<file path="config.mk">
export PLATFORM = sky130hd
export DESIGN_NAME = char_rx_deser
export DESIGN_NICKNAME = d
export VERILOG_FILES = /design/src/rtl/char_rx_pkg.sv /design/src/rtl/bit_sync.sv /design/src/rtl/char_rx_deser.sv
export SDC_FILE = /design/constraint.sdc
export NUM_CORES = 1
export LEC_CHECK = 0
export CAP_MARGIN = 20
export CELL_PAD_IN_SITES_DETAIL_PLACEMENT = 1
export CELL_PAD_IN_SITES_GLOBAL_PLACEMENT = 1
export CORE_ASPECT_RATIO = 0.5
export CORE_MARGIN = 3
export CORE_UTILIZATION = 48
export DETAILED_ROUTE_END_ITERATION = 10
export GPL_ROUTABILITY_DRIVEN = 0
export PLACE_DENSITY_LB_ADDON = 0.08
export SYNTH_ARGS = -nofsm -noshare
export SYNTH_HDL_FRONTEND = slang
export SYNTH_HIERARCHICAL = 1
export SYNTH_SLANG_ARGS = --single-unit
export TNS_END_PERCENT = 5
</file>
<file path="constraint.sdc">
create_clock -name clk -period 2.61 [get_ports clk]
set_input_delay 0.3915 -clock clk [delete_from_list [all_inputs] [get_ports clk]]
set_output_delay 0.3915 -clock clk [all_outputs]
set_load 0.005 [all_outputs]
</file>
<file path="src/rtl/char_rx_pkg.sv">
// Shared types and frame constants for the serial character receiver.
package char_rx_pkg;

    typedef enum logic [2:0] {
        IDLE  = 3'd0,
        START = 3'd1,
        DATA  = 3'd2,
        STOP  = 3'd3,
        BREAK = 3'd4
    } state_t;

    localparam int unsigned DATA_BITS  = 8;
    localparam logic        STOP_LEVEL = 1'b1;
    localparam logic        IDLE_LEVEL = 1'b1;

endpackage

</file>
<file path="src/rtl/bit_sync.sv">
// Two-flop synchronizer for an asynchronous single-bit input; resets to the
// idle line level so reset never looks like a start edge.
module bit_sync
    import char_rx_pkg::*;
(
    input  logic clk,
    input  logic rst,
    input  logic d,
    output logic q
);

    logic meta;

    // Double-register the input; both stages reset to idle level.
    always_ff @(posedge clk or posedge rst) begin
        if (rst) begin
            meta <= IDLE_LEVEL;
            q    <= IDLE_LEVEL;
        end else begin
            meta <= d;
            q    <= meta;
        end
    end

endmodule

</file>
<file path="src/rtl/char_rx_deser.sv">
// 8N1 serial-to-byte receiver. Samples mid-bit, holds the last good byte on
// char_out, and flags frames whose stop bit reads low.
module char_rx_deser
    import char_rx_pkg::*;
#(
    parameter int unsigned CLKS_PER_BIT = 4
) (
    input  logic       clk,
    input  logic       rst,
    input  logic       rx_bit,
    output logic [7:0] char_out,
    output logic       char_valid,
    output logic       frame_err,
    output logic       busy
);

    localparam int unsigned HALF = CLKS_PER_BIT / 2;
    localparam int unsigned CW   = $clog2(CLKS_PER_BIT);
    // START samples after HALF cycles, later states after a full period;
    // the counter is 0 in the first cycle after entering START.
    localparam logic [CW-1:0] HALF_LAST = CW'(HALF - 1);
    localparam logic [CW-1:0] BIT_LAST  = CW'(CLKS_PER_BIT - 1);
    localparam logic [2:0]    IDX_LAST  = 3'(DATA_BITS - 1);

    logic                 rx_s;
    state_t               state;
    state_t               next_state;
    logic [CW-1:0]        cnt;
    logic [2:0]           bit_idx;
    logic [DATA_BITS-1:0] shreg;
    logic                 cnt_clr;
    logic                 shift_en;
    logic                 load_char;
    logic                 flag_err;

    bit_sync u_sync (
        .clk (clk),
        .rst (rst),
        .d   (rx_bit),
        .q   (rx_s)
    );

    // State register.
    always_ff @(posedge clk or posedge rst) begin
        if (rst) begin
            state <= IDLE;
        end else begin
            state <= next_state;
        end
    end

    // Next-state decode and per-cycle datapath strobes.
    always_comb begin
        next_state = state;
        cnt_clr    = 1'b0;
        shift_en   = 1'b0;
        load_char  = 1'b0;
        flag_err   = 1'b0;
        case (state)
            IDLE: begin
                cnt_clr = 1'b1;
                if (rx_s != IDLE_LEVEL) begin
                    next_state = START;
                end
            end
            START: begin
                if (cnt == HALF_LAST) begin
                    cnt_clr    = 1'b1;
                    next_state = (rx_s == IDLE_LEVEL) ? IDLE : DATA;
                end
            end
            DATA: begin
                if (cnt == BIT_LAST) begin
                    cnt_clr  = 1'b1;
                    shift_en = 1'b1;
                    if (bit_idx == IDX_LAST) begin
                        next_state = STOP;
                    end
                end
            end
            STOP: begin
                if (cnt == BIT_LAST) begin
                    cnt_clr = 1'b1;
                    if (rx_s == STOP_LEVEL) begin
                        load_char  = 1'b1;
                        next_state = IDLE;
                    end else begin
                        flag_err   = 1'b1;
                        next_state = BREAK;
                    end
                end
            end
            BREAK: begin
                cnt_clr = 1'b1;
                if (rx_s == IDLE_LEVEL) begin
                    next_state = IDLE;
                end
            end
            default: begin
                cnt_clr    = 1'b1;
                next_state = IDLE;
            end
        endcase
    end

    // Bit-period counter, restarted at every sample point.
    always_ff @(posedge clk or posedge rst) begin
        if (rst) begin
            cnt <= '0;
        end else if (cnt_clr) begin
            cnt <= '0;
        end else begin
            cnt <= cnt + CW'(1);
        end
    end

    // Data bit index and LSB-first shift register.
    always_ff @(posedge clk or posedge rst) begin
        if (rst) begin
            bit_idx <= '0;
            shreg   <= '0;
        end else if (state != DATA) begin
            bit_idx <= '0;
        end else if (shift_en) begin
            shreg[bit_idx] <= rx_s;
            bit_idx        <= bit_idx + 3'd1;
        end
    end

    // Registered outputs: byte is held between good frames.
    always_ff @(posedge clk or posedge rst) begin
        if (rst) begin
            char_out   <= '0;
            char_valid <= 1'b0;
            frame_err  <= 1'b0;
        end else begin
            char_valid <= load_char;
            frame_err  <= flag_err;
            if (load_char) begin
                char_out <= shreg;
            end
        end
    end

    assign busy = (state != IDLE);

endmodule

</file>
==> metrics.txt, run 1 <==
Diodes inserted 0; critical path peak fanout 11; Root Driver clkbuf_8; most frequent cells in the layout dfrtp_1, mux2_2, clkdlybuf4s50_1, nor2_1; CP cell instances or3_1 > clkdlybuf4s50_1; Seq pwr share between 40% and 50%; Placed Area 0.00144 sq mm; Mapped Area 0.00129 sq mm; Worst-Margin Slew 0.356 ns; clock period minus worst slack 2.03 ns; initial antenna violation count 0; clock sinks 28; Max Cap Viol 0; Die ar. 0.00340 sq mm; Final Cell Area 0.00151 sq mm; Overall Global Routing Usage 16.2%; GR Layer Usage met1 roughly a fifth; Critical Path AT roughly 1.6 ns; Mean Syn Cell Area approximately 13 sq um; synthesized instance count around 100; peak supply drop 0.491 mV; drt pass-1 iters 4; number of gates resized after CTS 0; io pins 14; DR vias/cell ~5.5; critical setup path kind reg -> out; RSZ-0062 raised after global routing no; met3 GRT Util 5.30%; total negative setup slack 0 ns; antenna-violating nets left 0; H-tree levels 1; final core utilization 63.4%; half-perimeter wire length after placement 1740 microns; Rel. slew slack roughly 76%; critical path endpoint category output pin; crit share post-route roughly 80%; nets@finish around 120; CP max stage delay approximately 0.5 ns; Hold WC Path Type reg -> reg; Leakage Power 0.698 nW; Sw Pwr 340 uW; via count 798; vias in the first global route ~830; initial core utilization 54.2%; share of post-route cells with drive strength above 1 24.5%; met2 Use GR 27.7%; postcts setup bufs 0; Total Wirelength 2320 microns; post-synth cell types 33; Clk pwr share between 20% and 30%; die span in x about 79 microns; CTS tree yes; cell family with most CP delay flip-flops; nature of the critical path startpoint flop; GRT busiest layer met2; Sw Ratio 28.6%; Logic pwr share between 20% and 30%; total grt overflow 0; Fin Clk Skew 0.00794 ns; pwr/cell area roughly 780 mW/mm^2; Seq/Total Area, Yosys 54.3%; Yosys reg bits 28; # rows 12; fin worst setup slack 0.575 ns; Syn Nets 107; Setup violations, final 0; DRC Markers 0; Worst-Skew Late Latency 0.27 ns; Max Freq 491 MHz; synth warn 6; height of the die ~43 microns; flop-to-flop setup slack 0.90 ns; pin count of the biggest net entering global routing 27; Hold Slack 0.362 ns; Worst EP required 2.22 ns; Port Buffers 13; core area 0.00239 sq mm; commonest non-fill, non-tap cell in the layout dfrtp_1; clock buffer depth 2; area grow syn2layout 16.8%; Int Power roughly 850 uW; Reg clk slew, reported paths roughly 0.090 ns; CTS Buf Count 3; WL/cell 16.0 microns; DRT iter0 DRCs 21; Final Max Tran Viols 0; Final Hold Violating Endpoints 0; CP max-delay cell dfrtp_1; post-place setup slack a little under 0.9 ns; hold_buf cts 0; first-pass GRT wire length a little over 4000 microns; status finished, final reports clean; worst path buffer plus inverter count 1
-- per-layer routing --
metal | vias up | wire length, microns
met4 | 0 | 17
met1 | 409 | 1060
met5 | - | 0
li1 | 372 | -
met3 | 4 | 78
met2 | 13 | 1170
-- state kept, by name (all words and copies together), names as in the netlist --
signal	flops
bit_idx	3
char_out	8
char_valid	1
cnt	2
frame_err	1
shreg	8
state	3
u_sync/meta	1
u_sync/q	1
-- power groups by stage --
stage / registers [mW] / clock network (mW) / logic (mW)
2_1_floorplan: 0.530 / 0 / 0.254
3_3_place_gp: 0.577 / 0 / 0.260
3_5_place_dp: 0.589 / 0 / 0.278
4_1_cts: 0.580 / 0.346 / 0.280
5_1_grt: 0.596 / 0.370 / 0.304
6_report: 0.579 / 0.335 / 0.274
-- final cells by class --
| type | instances | area [sq um] |
|---|---|---|
| Fill cell | 235 | 875 |
| Tap cell | 35 | 43.8 |
| Timing Repair Buffer | 14 | 138 |
| Multi-Input combinational cell | 59 | 538 |
| Clock buffer | 3 | 41.3 |
| Inverter | 5 | 18.8 |
| Sequential cell | 28 | 703 |
| Clock inverter | 1 | 30.0 |
-- cells by family after synthesis --
kind of cell               count (synthesis)  share of synthesized area [%]
AOI/OAI and AO/OA                          6                           3.38
xor gates and xnor gates                   1                          0.676
adders and majority gates                  5                           4.83
buffers and inverters                     12                           4.16
DFF                                       28                           54.3
muxes                                     18                           16.6
and+or+nand+nor                           29                           16.0
-- per-stage QoR --
step | power [mW] | std cells
2_1_floorplan | 0.784 | 99
3_3_place_gp | 0.837 | 141
3_5_place_dp | 0.867 | 141
4_1_cts | 1.21 | 145
5_1_grt | 1.27 | 145
6_report | 1.19 | 145
-- cells in the mapped netlist, drive strengths merged --
cell type,n,area (sq um)
xnor2,1,8.76
nor4,1,6.26
mux2,15,169
mux4,1,26.3
a31oi,1,6.26
or3,1,6.26
inv,5,18.8
nor2,10,37.5
a311oi,1,8.76
nand4bb,1,27.5
buf,5,27.5
nand4,1,12.5
dfstp,2,52.6
and4bb,1,12.5
nand3,2,10.0
nor2b,2,15.0
o31ai,1,7.51
o21bai,1,7.51
o21ai,1,5.00
mux2i,2,20.0
nor4b,2,30.0
nor3,1,5.00
ha,5,62.6
nor3b,1,7.51
nand4b,2,17.5
and4,1,8.76
a32oi,1,8.76
clkbuf,2,7.51
nand2,3,11.3
dfrtp,26,651
-- worst paths after layout --
check	start	endpoint	cells past startpoint
worst max register to register	cnt[0]$_DFF_PP0_	shreg[2]$_DFFE_PP0P_	4
worst min register to register	u_sync/meta$_DFF_PP1_	u_sync/q$_DFF_PP1_	0
worst min-delay path	u_sync/meta$_DFF_PP1_	u_sync/q$_DFF_PP1_	0
worst max-delay path	state[1]$_DFFE_PP0P_	busy	2
max in group asynchronous	rst	bit_idx[0]$_DFFE_PP0P_	3
min in group asynchronous	rst	u_sync/meta$_DFF_PP1_	2
No activity file was read; power rests on OpenSTA's default activity.
==> run 2, diff against run 1 <==
--- a/config.mk
+++ b/config.mk
@@ -10,7 +10,7 @@
 export CELL_PAD_IN_SITES_GLOBAL_PLACEMENT = 1
 export CORE_ASPECT_RATIO = 0.5
 export CORE_MARGIN = 3
-export CORE_UTILIZATION = 48
+export CORE_UTILIZATION = 44
 export DETAILED_ROUTE_END_ITERATION = 10
 export GPL_ROUTABILITY_DRIVEN = 0
 export PLACE_DENSITY_LB_ADDON = 0.08
==> constraint.sdc (replaced) <==
create_clock -name clk -period 2.1 [get_ports clk]
set_input_delay 0.315 -clock clk [delete_from_list [all_inputs] [get_ports clk]]
set_output_delay 0.315 -clock clk [all_outputs]
set_load 0.005 [all_outputs]
==> metrics.txt, run 2 (synthesized netlist as in run 1, its figures left out) <==
hold_buf cts 0; area grow syn2layout 17.0%; Worst-Margin Slew 0.367 ns; Final Cell Area 0.00152 sq mm; Rel. slew slack 75.5%; core area 0.00270 sq mm; number of gates resized after CTS 0; Leakage Power about 0.7 nW; filler cell count 279; Final Max Tran Viols 0; clock sinks 28; Int Power around 1.1 mW; via count 785; nature of the critical path startpoint flop; Total Wirelength 2320 microns; clock buffer depth 2; hold_sp u_sync/meta$_DFF_PP1_; met1 WL 1010 microns; non-filler instance count after layout around 150; FF/Latch Area 703 sq um; Placed Area between 0.001 and 0.0015 sq mm; flop-to-flop setup slack around 0.34 ns; postcts setup bufs 0; initial core utilization 48.0%; Root Driver clkbuf_8; Hold EP u_sync/q$_DFF_PP1_; Overall Global Routing Usage between 10% and 20%; CTS Buf Count 3; pwr/cell area 974 mW/mm^2; peak supply drop 0.572 mV; Sw Pwr 423 uW; Worst-Skew Late Latency roughly 0.28 ns; DRC Markers 0; die span in x 82.7 microns; Hold WC Path Type reg -> reg; vias in the first global route 835; H-tree levels 1; Seq pwr share 48.9%; io pins 14; most frequent cells in the layout dfrtp_1, mux2_2, clkdlybuf4s50_1, nor2_1; Hold Path Cell Cnt 0; share of post-route cells with drive strength above 1 24.5%; post-place setup slack 0.364 ns; Fin Clk Skew 0.00424 ns; Logic pwr share 22.7%; total negative setup slack 0 ns; drt pass-1 iters 3; Die ar. about 0.0037 sq mm; CTS tree yes; Final Hold Violating Endpoints 0; Reg clk slew, reported paths 0.09 ns; Sw Ratio 28.7%; pin count of the biggest net entering global routing 27; clock period minus worst slack 1.97 ns; RSZ-0062 raised after global routing no; height of the die ~44 microns; Critical Path AT 1.66 ns; met2 WL 1160 microns; fin worst setup slack 0.125 ns; commonest non-fill, non-tap cell in the layout dfrtp_1; status finished, final reports clean; WL/cell 15.8 microns; total grt overflow 0; critical path endpoint category output pin; antenna-violating nets left 0; Hold Slack 0.362 ns; first-pass GRT wire length 4000 microns; Worst EP required roughly 1.8 ns; Design Power 1.48 mW; Clk pwr share 28.4%; reg2reg end shreg[2]$_DFFE_PP0P_; WL met3 124 microns; initial antenna violation count 0; top flop regs char_out (8), shreg (8); nets@finish 119; critical path peak fanout 11; half-perimeter wire length after placement 1700 microns; # rows 13; DRT iter0 DRCs 20; worst r2r path cells 4; crit share post-route 94.0%; Port Buffers 13; final core utilization 56.1%; critical setup path kind reg -> out; Diodes inserted 0; Max Cap Viol 0; DR vias/cell 5.34; Max Freq slightly above 500 MHz; Placed Cells incl. Taps about 140; highest metal used met4; Multi-input gate area approximately 540 sq um; FF-to-FF Start cnt[0]$_DFF_PP0_; Setup violations, final 0
-- run 2: cell counts in the layout (fill, tap and decap cells not counted) --
No cell type changed its count.
-- run 2: layer usage --
| layer | track usage (%) | vias to the layer above |
|---|---|---|
| met1 | 18.2 | 396 |
| li1 | - | 369 |
| met2 | 25.8 | 16 |
| met4 | 5.21 | 0 |
| met5 | 0 | - |
| met3 | 5.28 | 4 |
-- run 2: final cells by class --
| type | instances | share of cell area, % |
|---|---|---|
| inverters | 5 | 1.24 |
| clock inverters | 1 | 1.98 |
| repair buffers | 14 | 9.08 |
| flip-flops and latches | 28 | 46.4 |
| clock buffers | 3 | 2.73 |
| well taps | 37 | 3.06 |
| multi-input cells | 59 | 35.5 |
-- run 2: power by group through the flow --
stage	sequential [mW]	combinational [mW]	clock (mW)
after CTS	0.721	0.344	0.437
final	0.721	0.335	0.419
after global placement	0.722	0.324	0
after global routing	0.736	0.376	0.466
after floorplan	0.659	0.316	0
after detailed placement	0.730	0.342	0
-- run 2: worst max path at each step --
stage	from	endpoint	slack [ns]	cells after the start
after floorplan	cnt[0]$_DFF_PP0_	shreg[2]$_DFFE_PP0P_	0.56	4
after detailed placement	cnt[0]$_DFF_PP0_	shreg[2]$_DFFE_PP0P_	0.36	4
final	state[1]$_DFFE_PP0P_	busy	0.13	2
after global routing	state[1]$_DFFE_PP0P_	busy	0.03	2
after CTS	state[1]$_DFFE_PP0P_	busy	0.11	2
after global placement	state[1]$_DFFE_PP0P_	busy	0.48	2
-- run 2: worst max-delay path, cell delays in order, from the launching register on --
cell and delay (ns):
dfrtp_1 0.52, or3_1 0.41, clkdlybuf4s50_1 0.46
==> run 3, diff against run 2 <==
--- a/config.mk
+++ b/config.mk
@@ -10,12 +10,11 @@
 export CELL_PAD_IN_SITES_GLOBAL_PLACEMENT = 1
 export CORE_ASPECT_RATIO = 0.5
 export CORE_MARGIN = 3
-export CORE_UTILIZATION = 44
+export CORE_UTILIZATION = 45
 export DETAILED_ROUTE_END_ITERATION = 10
 export GPL_ROUTABILITY_DRIVEN = 0
 export PLACE_DENSITY_LB_ADDON = 0.08
 export SYNTH_ARGS = -nofsm -noshare
 export SYNTH_HDL_FRONTEND = slang
-export SYNTH_HIERARCHICAL = 1
 export SYNTH_SLANG_ARGS = --single-unit
 export TNS_END_PERCENT = 5
==> metrics.txt, run 3 <==
status finished, final reports clean; EDFF count, synth 0; post-synth cell types 35; Mapped Area 0.00134 sq mm; DRT iter0 DRCs between 50 and 60; Max Cap Viol 0; Fin Clk Skew 0.00325 ns; Setup violations, final 0; initial core utilization 49.4%; pin count of the biggest net entering global routing 29; area leader, netlist dfrtp_1; vias in the first global route 853; most common cell in the netlist dfrtp_1; io pins 14; Leakage Power 0.711 nW; Reg clk slew, reported paths 0.09 ns; postcts setup bufs 0; CTS Buf Count 3; core area 0.00272 sq mm; Worst-Margin Slew 0.506 ns; area grow syn2layout 16.8%; Syn Nets 112; Port Buffers 13; H-tree levels 1; drt pass-1 iters 4; hold_buf cts 0; CP max stage delay 0.50 ns; post-synth top area share 48.5%; Rel. slew slack 66.3%; most frequent cells in the layout dfrtp_1, mux2_2, clkdlybuf4s50_1, nor2_1, ha_1; filler cell count between 200 and 300; initial antenna violation count 0; Final Hold Violating Endpoints 0; WL/cell 16.6 microns; RSZ-0062 raised after global routing no; Hold WC Path Type reg -> reg; critical path peak fanout 8; flop-to-flop setup slack between 0.2 and 0.25 ns; Seq/Total Area, Yosys between 50% and 60%; top flop regs char_out (8), shreg (8); total negative setup slack 0 ns; Worst-Skew Late Latency 0.27 ns; peak supply drop about 0.51 mV; critical setup path kind reg -> out; Design Power 1.55 mW; clock buffer depth 2; clock sinks 28; share of post-route cells with drive strength above 1 26.5%; critical path endpoint category output pin; nets@finish 126; via count 807; clock period minus worst slack approximately 2.0 ns; Max Freq 502 MHz; Total Wirelength 2560 microns; pwr/cell area about 990 mW/mm^2; Die ar. roughly 0.0037 sq mm; height of the die 44.6 microns; number of gates resized after CTS 0; DR vias/cell 5.24; Root Driver clkbuf_8; Diodes inserted 0; Overall Global Routing Usage between 10% and 20%; async set or reset register ratio after synthesis between 90% and 100%; CTS tree yes; Placed Cells incl. Taps 150; half-perimeter wire length after placement around 1800 microns; most frequent cells after synthesis dfrtp_1, mux2_2, nor2_1; DRC Markers 0; antenna-violating nets left 0; final core utilization 57.7%; non-filler instance count after layout 154; Synth area leaders dfrtp_1, mux2_2, ha_1; nature of the critical path startpoint flop; total grt overflow 0; Worst EP required 1.78 ns; first-pass GRT wire length 4230 microns; Final Max Tran Viols 0; CP max-delay cell dfrtp_1; crit share post-route 94.8%; post-place setup slack between 0.2 and 0.25 ns; Mean Syn Cell Area 12.9 sq um; synth warn 0; # rows 13; Critical Path AT 1.68 ns; synthesized instance count 104; fin worst setup slack between 0.1 and 0.15 ns; Yosys reg bits 28; commonest non-fill, non-tap cell in the layout dfrtp_1; die span in x 83.2 microns; CP cell instances or3_2 > clkdlybuf4s50_1; ys flop type dfrtp_1
run 3: final timing paths:
kind	from	endpoint	depth (start not counted)
worst max-delay path	state[0]$_DFFE_PP0P_	busy	2
worst min-delay path	u_sync.meta$_DFF_PP1_	u_sync.q$_DFF_PP1_	0
worst max register to register	cnt[0]$_DFF_PP0_	shreg[7]$_DFFE_PP0P_	4
worst min register to register	u_sync.meta$_DFF_PP1_	u_sync.q$_DFF_PP1_	0
max in group asynchronous	rst	u_sync.q$_DFF_PP1_	3
min in group asynchronous	rst	state[2]$_DFFE_PP0P_	3
run 3: final cells by class:
type | instances | area, sq um | area share [%]
Clock inverter | 1 | 30.0 | 1.92
Clock buffer | 3 | 41.3 | 2.63
Sequential cell | 28 | 703 | 44.9
Multi-Input combinational cell | 65 | 576 | 36.7
Inverter | 3 | 11.3 | 0.718
Timing Repair Buffer | 17 | 160 | 10.2
Tap cell | 37 | 46.3 | 2.95
run 3: where the power goes:
group          internal (mW)  leakage, nW  switching (mW)
sequential             0.604        0.376          0.0708
combinational          0.226        0.300           0.234
clock                  0.255       0.0357           0.165
run 3: kinds of logic (layout without fill, tap and decap cells):
logic type               Yosys count  in the layout  synth area share [%]
AND/OR/NAND/NOR                   33             33                  17.9
flip-flops                        28             28                  52.4
multiplexers                      18             18                  14.9
buffers and inverters             11             24                  4.75
AO/OA/AOI/OAI                      7              7                  4.10
adder cells (fa/ha/maj)            5              5                  4.66
XOR/XNOR                           2              2                  1.30
run 3: critical path: cells and delay by family, from the launching register on:
| kind | cells | cell delay, ns |
|---|---|---|
| buf+inv | 1 | 0.46 |
| flops | 1 | 0.50 |
| simple gates | 1 | 0.45 |
run 3: through the flow:
step / hold WS (ns) / area (sq um)
after floorplan: 0.319 / 1340
after global placement: 0.346 / 1500
after detailed placement: 0.348 / 1500
after CTS: 0.363 / 1570
after global routing: 0.369 / 1570
final: 0.362 / 1570
run 3: per-layer routing:
layer	part of all wire (%)	track usage [%]	wire length [microns]	up-vias
met3	3.6	4.09	92	2
met1	47	18.1	1210	396
met2	49	27.9	1250	17
met4	0.27	1.95	7	0
li1	-	-	-	392
met5	0	0	0	-
